### src/rtl/calc_cmd_arbiter_if.sv
// Bus between the command arbiter, its two requesters and the calculator.
// A request transfers on a rising clock edge where valid and ready are both high; ready never waits on nothing but valid, and cmd is held stable while valid is high.
interface calc_cmd_arbiter_if;
  logic       req_a_valid;
  logic [3:0] req_a_cmd;
  logic       req_a_ready;
  logic       req_b_valid;
  logic [3:0] req_b_cmd;
  logic       req_b_ready;
  logic [1:0] calc_status;
  logic [3:0] calc_cmd;
  logic [1:0] grant;
  logic       busy;
  logic       err_calc;
  logic       err_timeout;
  logic       err_clr;
  logic [2:0] state;

  modport master (
    output req_a_valid, req_a_cmd, req_b_valid, req_b_cmd, calc_status, err_clr,
    input  req_a_ready, req_b_ready, calc_cmd, grant, busy, err_calc, err_timeout, state
  );

  modport slave (
    input  req_a_valid, req_a_cmd, req_b_valid, req_b_cmd, calc_status, err_clr,
    output req_a_ready, req_b_ready, calc_cmd, grant, busy, err_calc, err_timeout, state
  );
endinterface

### src/rtl/calc_cmd_arbiter.sv
// Round-robin arbiter sharing the calculator's 4-bit command input between two requesters.
// One command in flight at a time; issued as a single-cycle pulse, NOP otherwise.
module calc_cmd_arbiter #(
  parameter logic [3:0] NOP_CODE     = 4'hD,
  parameter int         ACK_TIMEOUT  = 8,
  parameter int         BUSY_TIMEOUT = 255
) (
  input logic          clock,
  input logic          reset,
  calc_cmd_arbiter_if.slave bus
);
  localparam int CNT_MAX_V = (ACK_TIMEOUT > BUSY_TIMEOUT) ? ACK_TIMEOUT : BUSY_TIMEOUT;
  localparam int CNT_W     = $clog2(CNT_MAX_V + 1);
  localparam logic [CNT_W-1:0] ACK_LIM  = CNT_W'(ACK_TIMEOUT);
  localparam logic [CNT_W-1:0] BUSY_LIM = CNT_W'(BUSY_TIMEOUT);
  localparam logic [1:0] ST_ERR   = 2'b00;
  localparam logic [1:0] ST_READY = 2'b10;

  typedef enum logic [2:0] {
    IDLE      = 3'd0,
    ISSUE     = 3'd1,
    WAIT_ACK  = 3'd2,
    WAIT_DONE = 3'd3,
    HALT      = 3'd4
  } state_t;

  state_t           state, state_next;
  logic [CNT_W-1:0] count, count_inc;
  logic             ptr_b;
  logic [3:0]       cmd_reg;
  logic [1:0]       grant_reg;
  logic             err_calc_reg, err_timeout_reg;
  logic             calc_error, calc_ready;
  logic             pick_a, pick_b, ready_a, ready_b, accept;
  logic [3:0]       accept_cmd;
  logic             timeout_hit;

  assign calc_error = (bus.calc_status == ST_ERR);
  assign calc_ready = (bus.calc_status == ST_READY);
  assign count_inc  = (count == '1) ? count : count + 1'b1;

  // ptr_b set means A was served last, so B wins a tie
  assign pick_a = bus.req_a_valid && (!bus.req_b_valid || !ptr_b);
  assign pick_b = bus.req_b_valid && (!bus.req_a_valid || ptr_b);

  always_ff @(posedge clock) begin
    if (reset) state <= IDLE;
    else       state <= state_next;
  end

  always_comb begin
    state_next = state;
    if (state != HALT && calc_error) begin
      state_next = HALT;
    end else begin
      case (state)
        IDLE:      if (accept && accept_cmd != NOP_CODE) state_next = ISSUE;
        ISSUE:     state_next = WAIT_ACK;
        WAIT_ACK: begin
          if (!calc_ready)               state_next = WAIT_DONE;
          else if (count_inc == ACK_LIM) state_next = IDLE;
        end
        WAIT_DONE: begin
          if (calc_ready)                 state_next = IDLE;
          else if (count_inc == BUSY_LIM) state_next = HALT;
        end
        HALT:      if (bus.err_clr && !calc_error) state_next = IDLE;
        default:   state_next = IDLE;
      endcase
    end
  end

  always_comb begin
    ready_a     = (state == IDLE) && calc_ready && pick_a;
    ready_b     = (state == IDLE) && calc_ready && pick_b;
    accept      = ready_a || ready_b;
    accept_cmd  = ready_a ? bus.req_a_cmd : bus.req_b_cmd;
    timeout_hit = (state == WAIT_DONE) && !calc_error && !calc_ready && (count_inc == BUSY_LIM);
  end

  always_ff @(posedge clock) begin
    if (reset) begin
      cmd_reg         <= NOP_CODE;
      grant_reg       <= 2'b00;
      count           <= '0;
      ptr_b           <= 1'b0;
      err_calc_reg    <= 1'b0;
      err_timeout_reg <= 1'b0;
    end else begin
      // calc_cmd carries the command only for the single ISSUE cycle
      cmd_reg <= (state_next == ISSUE) ? accept_cmd : NOP_CODE;

      if (state_next == IDLE || state_next == HALT) grant_reg <= 2'b00;
      else if (state_next == ISSUE)                 grant_reg <= {ready_b, ready_a};

      if ((state == WAIT_ACK  && state_next == WAIT_ACK) ||
          (state == WAIT_DONE && state_next == WAIT_DONE))
        count <= count_inc;
      else
        count <= '0;

      if (ready_a)      ptr_b <= 1'b1;
      else if (ready_b) ptr_b <= 1'b0;

      // a fresh error report wins over a simultaneous clear
      if (calc_error && (state != HALT || bus.err_clr)) err_calc_reg <= 1'b1;
      else if (bus.err_clr)                             err_calc_reg <= 1'b0;

      if (timeout_hit)      err_timeout_reg <= 1'b1;
      else if (bus.err_clr) err_timeout_reg <= 1'b0;
    end
  end

  assign bus.req_a_ready = ready_a;
  assign bus.req_b_ready = ready_b;
  assign bus.calc_cmd    = cmd_reg;
  assign bus.grant       = grant_reg;
  assign bus.busy        = (state != IDLE);
  assign bus.err_calc    = err_calc_reg;
  assign bus.err_timeout = err_timeout_reg;
  assign bus.state       = state;
endmodule

### src/flat_wrapper.sv
// flat-port wrapper written by rule: the top's interface ports become plain ports
module calc_cmd_arbiter_flat 
#(
  parameter logic [3:0] NOP_CODE     = 4'hD,
  parameter int         ACK_TIMEOUT  = 8,
  parameter int         BUSY_TIMEOUT = 255
)
  (clock, reset, bus_req_a_valid, bus_req_a_cmd, bus_req_b_valid, bus_req_b_cmd, bus_calc_status, bus_err_clr, bus_req_a_ready, bus_req_b_ready, bus_calc_cmd, bus_grant, bus_busy, bus_err_calc, bus_err_timeout, bus_state);
  calc_cmd_arbiter_if bus_i ();
  input logic clock;
  input logic reset;
  input wire logic [$bits(bus_i.req_a_valid)-1:0] bus_req_a_valid;
  input wire logic [$bits(bus_i.req_a_cmd)-1:0] bus_req_a_cmd;
  input wire logic [$bits(bus_i.req_b_valid)-1:0] bus_req_b_valid;
  input wire logic [$bits(bus_i.req_b_cmd)-1:0] bus_req_b_cmd;
  input wire logic [$bits(bus_i.calc_status)-1:0] bus_calc_status;
  input wire logic [$bits(bus_i.err_clr)-1:0] bus_err_clr;
  output wire logic [$bits(bus_i.req_a_ready)-1:0] bus_req_a_ready;
  output wire logic [$bits(bus_i.req_b_ready)-1:0] bus_req_b_ready;
  output wire logic [$bits(bus_i.calc_cmd)-1:0] bus_calc_cmd;
  output wire logic [$bits(bus_i.grant)-1:0] bus_grant;
  output wire logic [$bits(bus_i.busy)-1:0] bus_busy;
  output wire logic [$bits(bus_i.err_calc)-1:0] bus_err_calc;
  output wire logic [$bits(bus_i.err_timeout)-1:0] bus_err_timeout;
  output wire logic [$bits(bus_i.state)-1:0] bus_state;
  assign bus_i.req_a_valid = bus_req_a_valid;
  assign bus_i.req_a_cmd = bus_req_a_cmd;
  assign bus_i.req_b_valid = bus_req_b_valid;
  assign bus_i.req_b_cmd = bus_req_b_cmd;
  assign bus_i.calc_status = bus_calc_status;
  assign bus_i.err_clr = bus_err_clr;
  assign bus_req_a_ready = bus_i.req_a_ready;
  assign bus_req_b_ready = bus_i.req_b_ready;
  assign bus_calc_cmd = bus_i.calc_cmd;
  assign bus_grant = bus_i.grant;
  assign bus_busy = bus_i.busy;
  assign bus_err_calc = bus_i.err_calc;
  assign bus_err_timeout = bus_i.err_timeout;
  assign bus_state = bus_i.state;
  calc_cmd_arbiter #(.NOP_CODE(NOP_CODE), .ACK_TIMEOUT(ACK_TIMEOUT), .BUSY_TIMEOUT(BUSY_TIMEOUT)) u_core (.clock(clock), .reset(reset), .bus(bus_i));
endmodule
### config.mk
export PLATFORM = sky130hd
export DESIGN_NAME = calc_cmd_arbiter_flat
export DESIGN_NICKNAME = d
export VERILOG_FILES = /design/src/rtl/calc_cmd_arbiter_if.sv /design/src/rtl/calc_cmd_arbiter.sv /design/src/flat_wrapper.sv
export SDC_FILE = /design/constraint.sdc
export NUM_CORES = 1
export LEC_CHECK = 0
export CAP_MARGIN = 20
export CORE_UTILIZATION = 52
export DETAILED_ROUTE_END_ITERATION = 16
export GPL_ROUTABILITY_DRIVEN = 0
export PLACE_DENSITY_LB_ADDON = 0.2
export SYNTH_ARGS = -nofsm -noshare
export SYNTH_HDL_FRONTEND = slang
export SYNTH_SLANG_ARGS = --single-unit
### constraint.sdc
create_clock -name clock -period 3.9 [get_ports clock]
set_clock_uncertainty 0.15 [all_clocks]
set_input_delay 0.585 -clock clock [delete_from_list [all_inputs] [get_ports clock]]
set_output_delay 0.585 -clock clock [all_outputs]
set_load 0.02 [all_outputs]
==> impl_metrics.py, run 1 <==
metrics = {
    "worst_setup_path": {
        "critPathMaxFanout": 7,
        "startpoint_type": "input port",
        "worstPathRequired_ns": 3.16,
        "crit_type": "in2out",
        "crit_arrival_ns": 2.58,
        "worstSetupEndpointType": "output pin",
        "r2r_cells": 7,
    },
    "detailed_routing": {
        "wire_per_inst_um": 15.2,
        "dr.pass1.iters": 4,
        "vias_per_cell": 6.09,
        "dr_total_vias": 1188,
        "wl_mm": 2.96,
        "ant_nets": 0,
        "dr.first_iter.drc_count": 38,
        "drc": 0,
    },
    "place": {
        "place_hpwl_mm": 2.25,
        "port_buffers": 28,
    },
    "pwr": {
        "power_density_mw_per_mm2": 264,
        "p_leak_uw": 0.000508,
        "vdd_drop_max_mv": 0.189,
    },
    "clock_network": {
        "path_clk_slew_ns": 0.12,
        "post-cts-setup-buffers": 0,
        "cts_buffers": 3,
        "clockBufferDepth": 2,
        "htree_levels": 1,
        "cts_sinks": 20,
        "cts_tree": "yes",
        "ctsHoldBuffers": 0,
        "insertion_delay_ns": 0.30,
        "cts-root-buf": "clkbuf_4",
        "post_cts_resized": 0,
    },
    "sta": {
        "slew_viol_final": 0,
        "max_slew.worst_pin.slew_ns": 0.585,
        "setup_viol": 0,
        "hold_violations": 0,
        "fin_crit_sh_pct": 85.1,
        "fin_hold_ws_ns": 0.331,
        "grt_setup_unrepaired": "false",
        "finalCriticalPeriod_ns": 3.32,
        "fmax_ghz": 0.301,
        "setup-tns-final_ns": 0,
        "slew_headroom_pct": 60.8,
    },
    "final_layout": {
        "seqCellArea_um2": 400,
        "n_antenna_cell": 0,
        "num-nets-final": 185,
        "regMostFlops": "u_core.count",
        "fill_cells": 182,
        "multiInputGateArea_um2": 722,
        "drive_above_1_share_pct": 7.74,
        "largest_reg_flops": 8,
        "syn2layout_area_growth_pct": 25.2,
    },
    "yosys": {
        "synth_top_family_by_area": "simple AND/OR/NAND/NOR gates",
        "ys_ff_latch": 20,
        "synth_cells": 143,
        "synth_area_mm2": 0.00119,
        "syn_area_per_cell_um2": 8.31,
        "synth_xor_area_share_pct": 0.737,
        "synth_edf_count": 0,
        "async_reset_ff_share_pct": 0,
        "synth.largest_area_cell": "dfxtp_1",
        "synth_fa_ha_area_share_pct": 1.05,
        "synth.area.top_cells": "dfxtp_1 (34%), mux2i_1 (5.9%), nor2_1 (5.7%)",
        "synth_compound_area_share_pct": 20.8,
        "synth_top_area_share_pct": 33.7,
        "syn_nets": 159,
        "synth-simple-area-share_pct": 31.3,
        "synth_mux_area_share_pct": 6.84,
        "synth-main-ff-cell": "dfxtp_1",
        "synth_warnings": 0,
        "synth_cell_types": 47,
        "yosysSeqAreaShare_pct": 33.7,
    },
    "floorplan": {
        "fp.dieArea_mm2": 0.00248,
        "core_region_area_mm2": 0.00206,
        "io_pins": 29,
        "die_h_um": 49.8,
        "rows": 16,
        "initial_core_util_pct": 57.6,
        "die_w_um": 49.8,
    },
    "global_route": {
        "grt_usage_pct": 25.2,
        "overflow": 0,
        "grt_max_degree": 12,
        "antenna_found_initial": 0,
        "grt_pass1_wl_mm": 4.75,
        "grt_pass1_vias": 1006,
    },
    "outcome": {
        "outcome": "finished clean",
    },
    "run": {
        "maxCapViolations": 0,
    },
    "hold_path": {
        "min_path_type": "reg2reg",
        "holdPathStages": 2,
    },
}
==> layout make-up <==
class / count / share of cell area, %
repair buffers: 28 / 18.8
well taps: 27 / 2.27
multi-input cells: 112 / 48.5
inverters: 4 / 1.01
clock buffers: 4 / 2.44
flip-flops and latches: 20 / 26.9
==> routing by layer <==
layer	up-vias	GRT usage (%)	part of all wire, %
met3	6	3.40	5.3
met5	-	0	0
met4	0	7.14	1.5
li1	580	-	-
met2	51	42.3	50
met1	551	33.3	44
==> cells in the mapped netlist (2+ instances only) <==
cell type / number
o21ai_0: 6
buf_6: 2
nand2b_1: 3
and3_1: 3
o211ai_1: 2
nand4b_1: 2
nor3_1: 9
nor2_1: 18
mux2i_1: 7
nand4_1: 4
dfxtp_1: 20
a21oi_1: 6
inv_1: 4
buf_2: 2
nor2b_1: 4
buf_4: 2
nand2_1: 10
a31oi_1: 3
nand3_1: 8
==> where the power goes <==
part	internal (µW)	switching, µW
registers	208	3.96
clock network	56.9	66.1
logic	31.0	27.4
total	296	97.4
==> stage by stage <==
step	setup slack [ns]	instances	utilization [%]	cell area [µm²]	total power [µW]
2_1_floorplan	1.66	143	-	1190	243
3_3_place_gp	0.650	191	70.4	1450	272
3_5_place_dp	0.587	191	70.4	1450	274
4_1_cts	0.582	195	72.1	1490	394
5_1_grt	0.422	195	72.1	1490	409
6_report	0.582	195	72.1	1490	393
==> final timing paths <==
kind	from	end	slack [ns]
setup / recovery	bus_calc_status[1]	bus_req_a_ready	0.58
hold / removal	u_core.bus.err_timeout	u_core.bus.err_timeout	0.33
setup reg to reg	u_core.count[0]	u_core.bus.calc_cmd[1]	1.21
hold reg to reg	u_core.bus.err_timeout	u_core.bus.err_timeout	0.33
==> kinds of logic after synthesis <==
logic type,after synthesis
XOR/XNOR,1
adder cells (fa/ha/maj),1
flip-flops,20
AND/OR/NAND/NOR,70
buffers and inverters,11
multiplexers,8
AO/OA/AOI/OAI,32
==> cell usage in the layout, fill, tap and decap left out, drive strengths merged, types with 6 or more instances in the layout <==
| cell type | n |
|---|---|
| a21oi | 7 |
| clkdlybuf4s50 | 28 |
| dfxtp | 20 |
| mux2i | 7 |
| nand2 | 10 |
| nand3 | 8 |
| nor2 | 19 |
| nor3 | 10 |
| o21ai | 6 |
==> worst max-delay path, stage by stage <==
cell and delay [ns]:
clkdlybuf4s50_1 0.52, nor2b_1 0.39, nand3_1 0.35, inv_1 0.13, clkdlybuf4s50_1 0.61
Power figures use the tool's default switching activity.
==> inputs of run 2 (changes only) <==
clock period = 4.05 ns   (was 3.9 ns; I/O delays follow)
==> run 2 against run 1 <==
Against the previous run: clock power increased by 38%; non-clock buffer count stayed put; sequential share of layout area is 0.29 points lower; global-route usage is 0.71 points higher; setup slack improved by 0.052 ns; die area did not move; total power is 9.3% higher; wire length grew 3.0%; sequential power decreased by 4%; utilization up 0.79 points; flip-flop and latch count is the same; largest power group unchanged.
==> impl_metrics.py, run 2 (same netlist as run 1, synthesis figures left out) <==
metrics = {
    "outcome": {
        "outcome": "finished clean",
    },
    "hold_path": {
        "min_path_type": "reg2reg",
    },
    "sta": {
        "fmax_ghz": 0.293,
        "finalCriticalPeriod_ns": 3.42,
        "setup-tns-final_ns": 0,
        "max_slew.worst_pin.slew_ns": 0.551,
        "grt_setup_unrepaired": "false",
        "hold_violations": 0,
        "slew_viol_final": 0,
        "fin_ws_ns": 0.634,
        "fin_crit_sh_pct": 84.3,
        "setup_viol": 0,
        "slew_headroom_pct": 63.2,
    },
    "pwr": {
        "p_seq_share_pct": 47.5,
        "p_int_uw": 330,
        "vdd_drop_max_mv": 0.234,
        "sw_frac_of_total_pct": 23.2,
        "combPwrFrac_pct": 13.1,
        "power.share.clock_pct": 39.4,
        "power_switching_uw": 99.6,
        "total_power_uw": 430,
        "p_leak_uw": 0.000515,
        "power_density_mw_per_mm2": 286,
    },
    "worst_setup_path": {
        "r2r_slack_ns": 1.34,
        "critPathMostFrequentCell": "clkdlybuf4s50_1",
        "path_cells": "clkdlybuf4s50_1, nor2b_1, nand3_1, inv_1, clkdlybuf4s50_1",
        "startpoint_type": "input port",
        "cpPeakStageDelay_ns": 0.61,
        "worstSetupEndpointType": "output pin",
        "crit_arrival_ns": 2.66,
        "worstPathRequired_ns": 3.29,
        "slowest_stage": "clkdlybuf4s50_1",
        "critPathMaxFanout": 7,
        "crit_type": "in2out",
    },
    "clock_network": {
        "post-cts-setup-buffers": 0,
        "insertion_delay_ns": 0.32,
        "path_clk_slew_ns": 0.13,
        "clockBufferDepth": 2,
        "ctsHoldBuffers": 0,
        "cts_buffers": 3,
        "htree_levels": 1,
        "cts_sinks": 20,
        "cts-root-buf": "clkbuf_4",
        "post_cts_resized": 0,
        "cts_tree": "yes",
    },
    "detailed_routing": {
        "dr.first_iter.drc_count": 24,
        "vias_per_cell": 6.10,
        "maxUsedRoutingLayer": "met4",
        "wl_met1_mm": 1.34,
        "wl_met3_um": 140,
        "ant_nets": 0,
        "wire_per_inst_um": 15.6,
        "dr_total_vias": 1190,
        "drc": 0,
        "dr.pass1.iters": 4,
        "met2_length_mm": 1.47,
        "wl_mm": 3.05,
    },
    "final_layout": {
        "syn2layout_area_growth_pct": 26.5,
        "n_antenna_cell": 0,
        "drive_above_1_share_pct": 7.74,
        "largest_reg_flops": 8,
        "fin_cells": 195,
        "utilization_pct": 72.9,
        "most-common-layout-cells": "clkdlybuf4s50_1 (28), dfxtp_1 (20), nor2_1 (18), nand2_1 (10), nor3_1 (9)",
        "fill_cells": 166,
        "num-nets-final": 185,
        "regMostFlops": "u_core.count",
        "layout_commonest_cell": "clkdlybuf4s50_1",
    },
    "run": {
        "maxCapViolations": 0,
    },
    "place": {
        "dpl.cell_count": 191,
        "place_hpwl_mm": 2.24,
        "place_ws_ns": 0.684,
        "port_buffers": 28,
    },
    "floorplan": {
        "io_pins": 29,
        "initial_core_util_pct": 57.6,
        "core_region_area_mm2": 0.00206,
        "rows": 16,
        "die_h_um": 49.8,
        "fp.dieArea_mm2": 0.00248,
        "die_w_um": 49.8,
    },
    "global_route": {
        "overflow": 0,
        "grt_usage_pct": 25.9,
        "grt_pass1_vias": 1091,
        "antenna_found_initial": 0,
        "grt_pass1_wl_mm": 4.92,
        "grt_max_degree": 13,
    },
}
[run 2: per-layer routing]
layer | track usage (%) | vias up
li1 | - | 582
met1 | 32.2 | 550
met2 | 42.1 | 48
met3 | 4.32 | 10
met4 | 14.3 | 0
met5 | 0 | -
[run 2: area by class of cell]
class,count,area [µm²],share of cell area [%]
well taps,27,33.8,2.25
multi-input cells,112,722,48.0
flip-flops and latches,20,400,26.6
clock inverters,1,30.0,2.00
clock buffers,3,22.5,1.50
inverters,4,15.0,0.998
repair buffers,28,280,18.6
[run 2: worst paths after layout]
| check | cells after the start | from | endpoint |
|---|---|---|---|
| max | 5 | bus_calc_status[1] | bus_req_a_ready |
| min | 2 | u_core.bus.err_timeout | u_core.bus.err_timeout |
| max reg2reg | 7 | u_core.count[0] | u_core.count[5] |
| min reg2reg | 2 | u_core.bus.err_timeout | u_core.bus.err_timeout |
[run 2: through the flow]
step                hold WS [ns]  instance area, µm²
floorplan                  0.285                1190
global placement           0.310                1450
detailed placement         0.329                1450
CTS                        0.349                1500
global route               0.380                1500
finish                     0.346                1500
[run 2: power groups by stage]
stage / Combinational [µW] / Clock [µW] / Sequential, µW
floorplan: 22.7 / 0 / 211
global placement: 54.2 / 0 / 208
detailed placement: 55.8 / 0 / 208
CTS: 56.2 / 168 / 204
global route: 60.1 / 176 / 204
finish: 56.3 / 170 / 204
[run 2: worst max-delay path: cells and delay by family]
kind | cells | cell delay (ns)
buffers and inverters | 3 | 1.24
and+or+nand+nor | 2 | 0.82
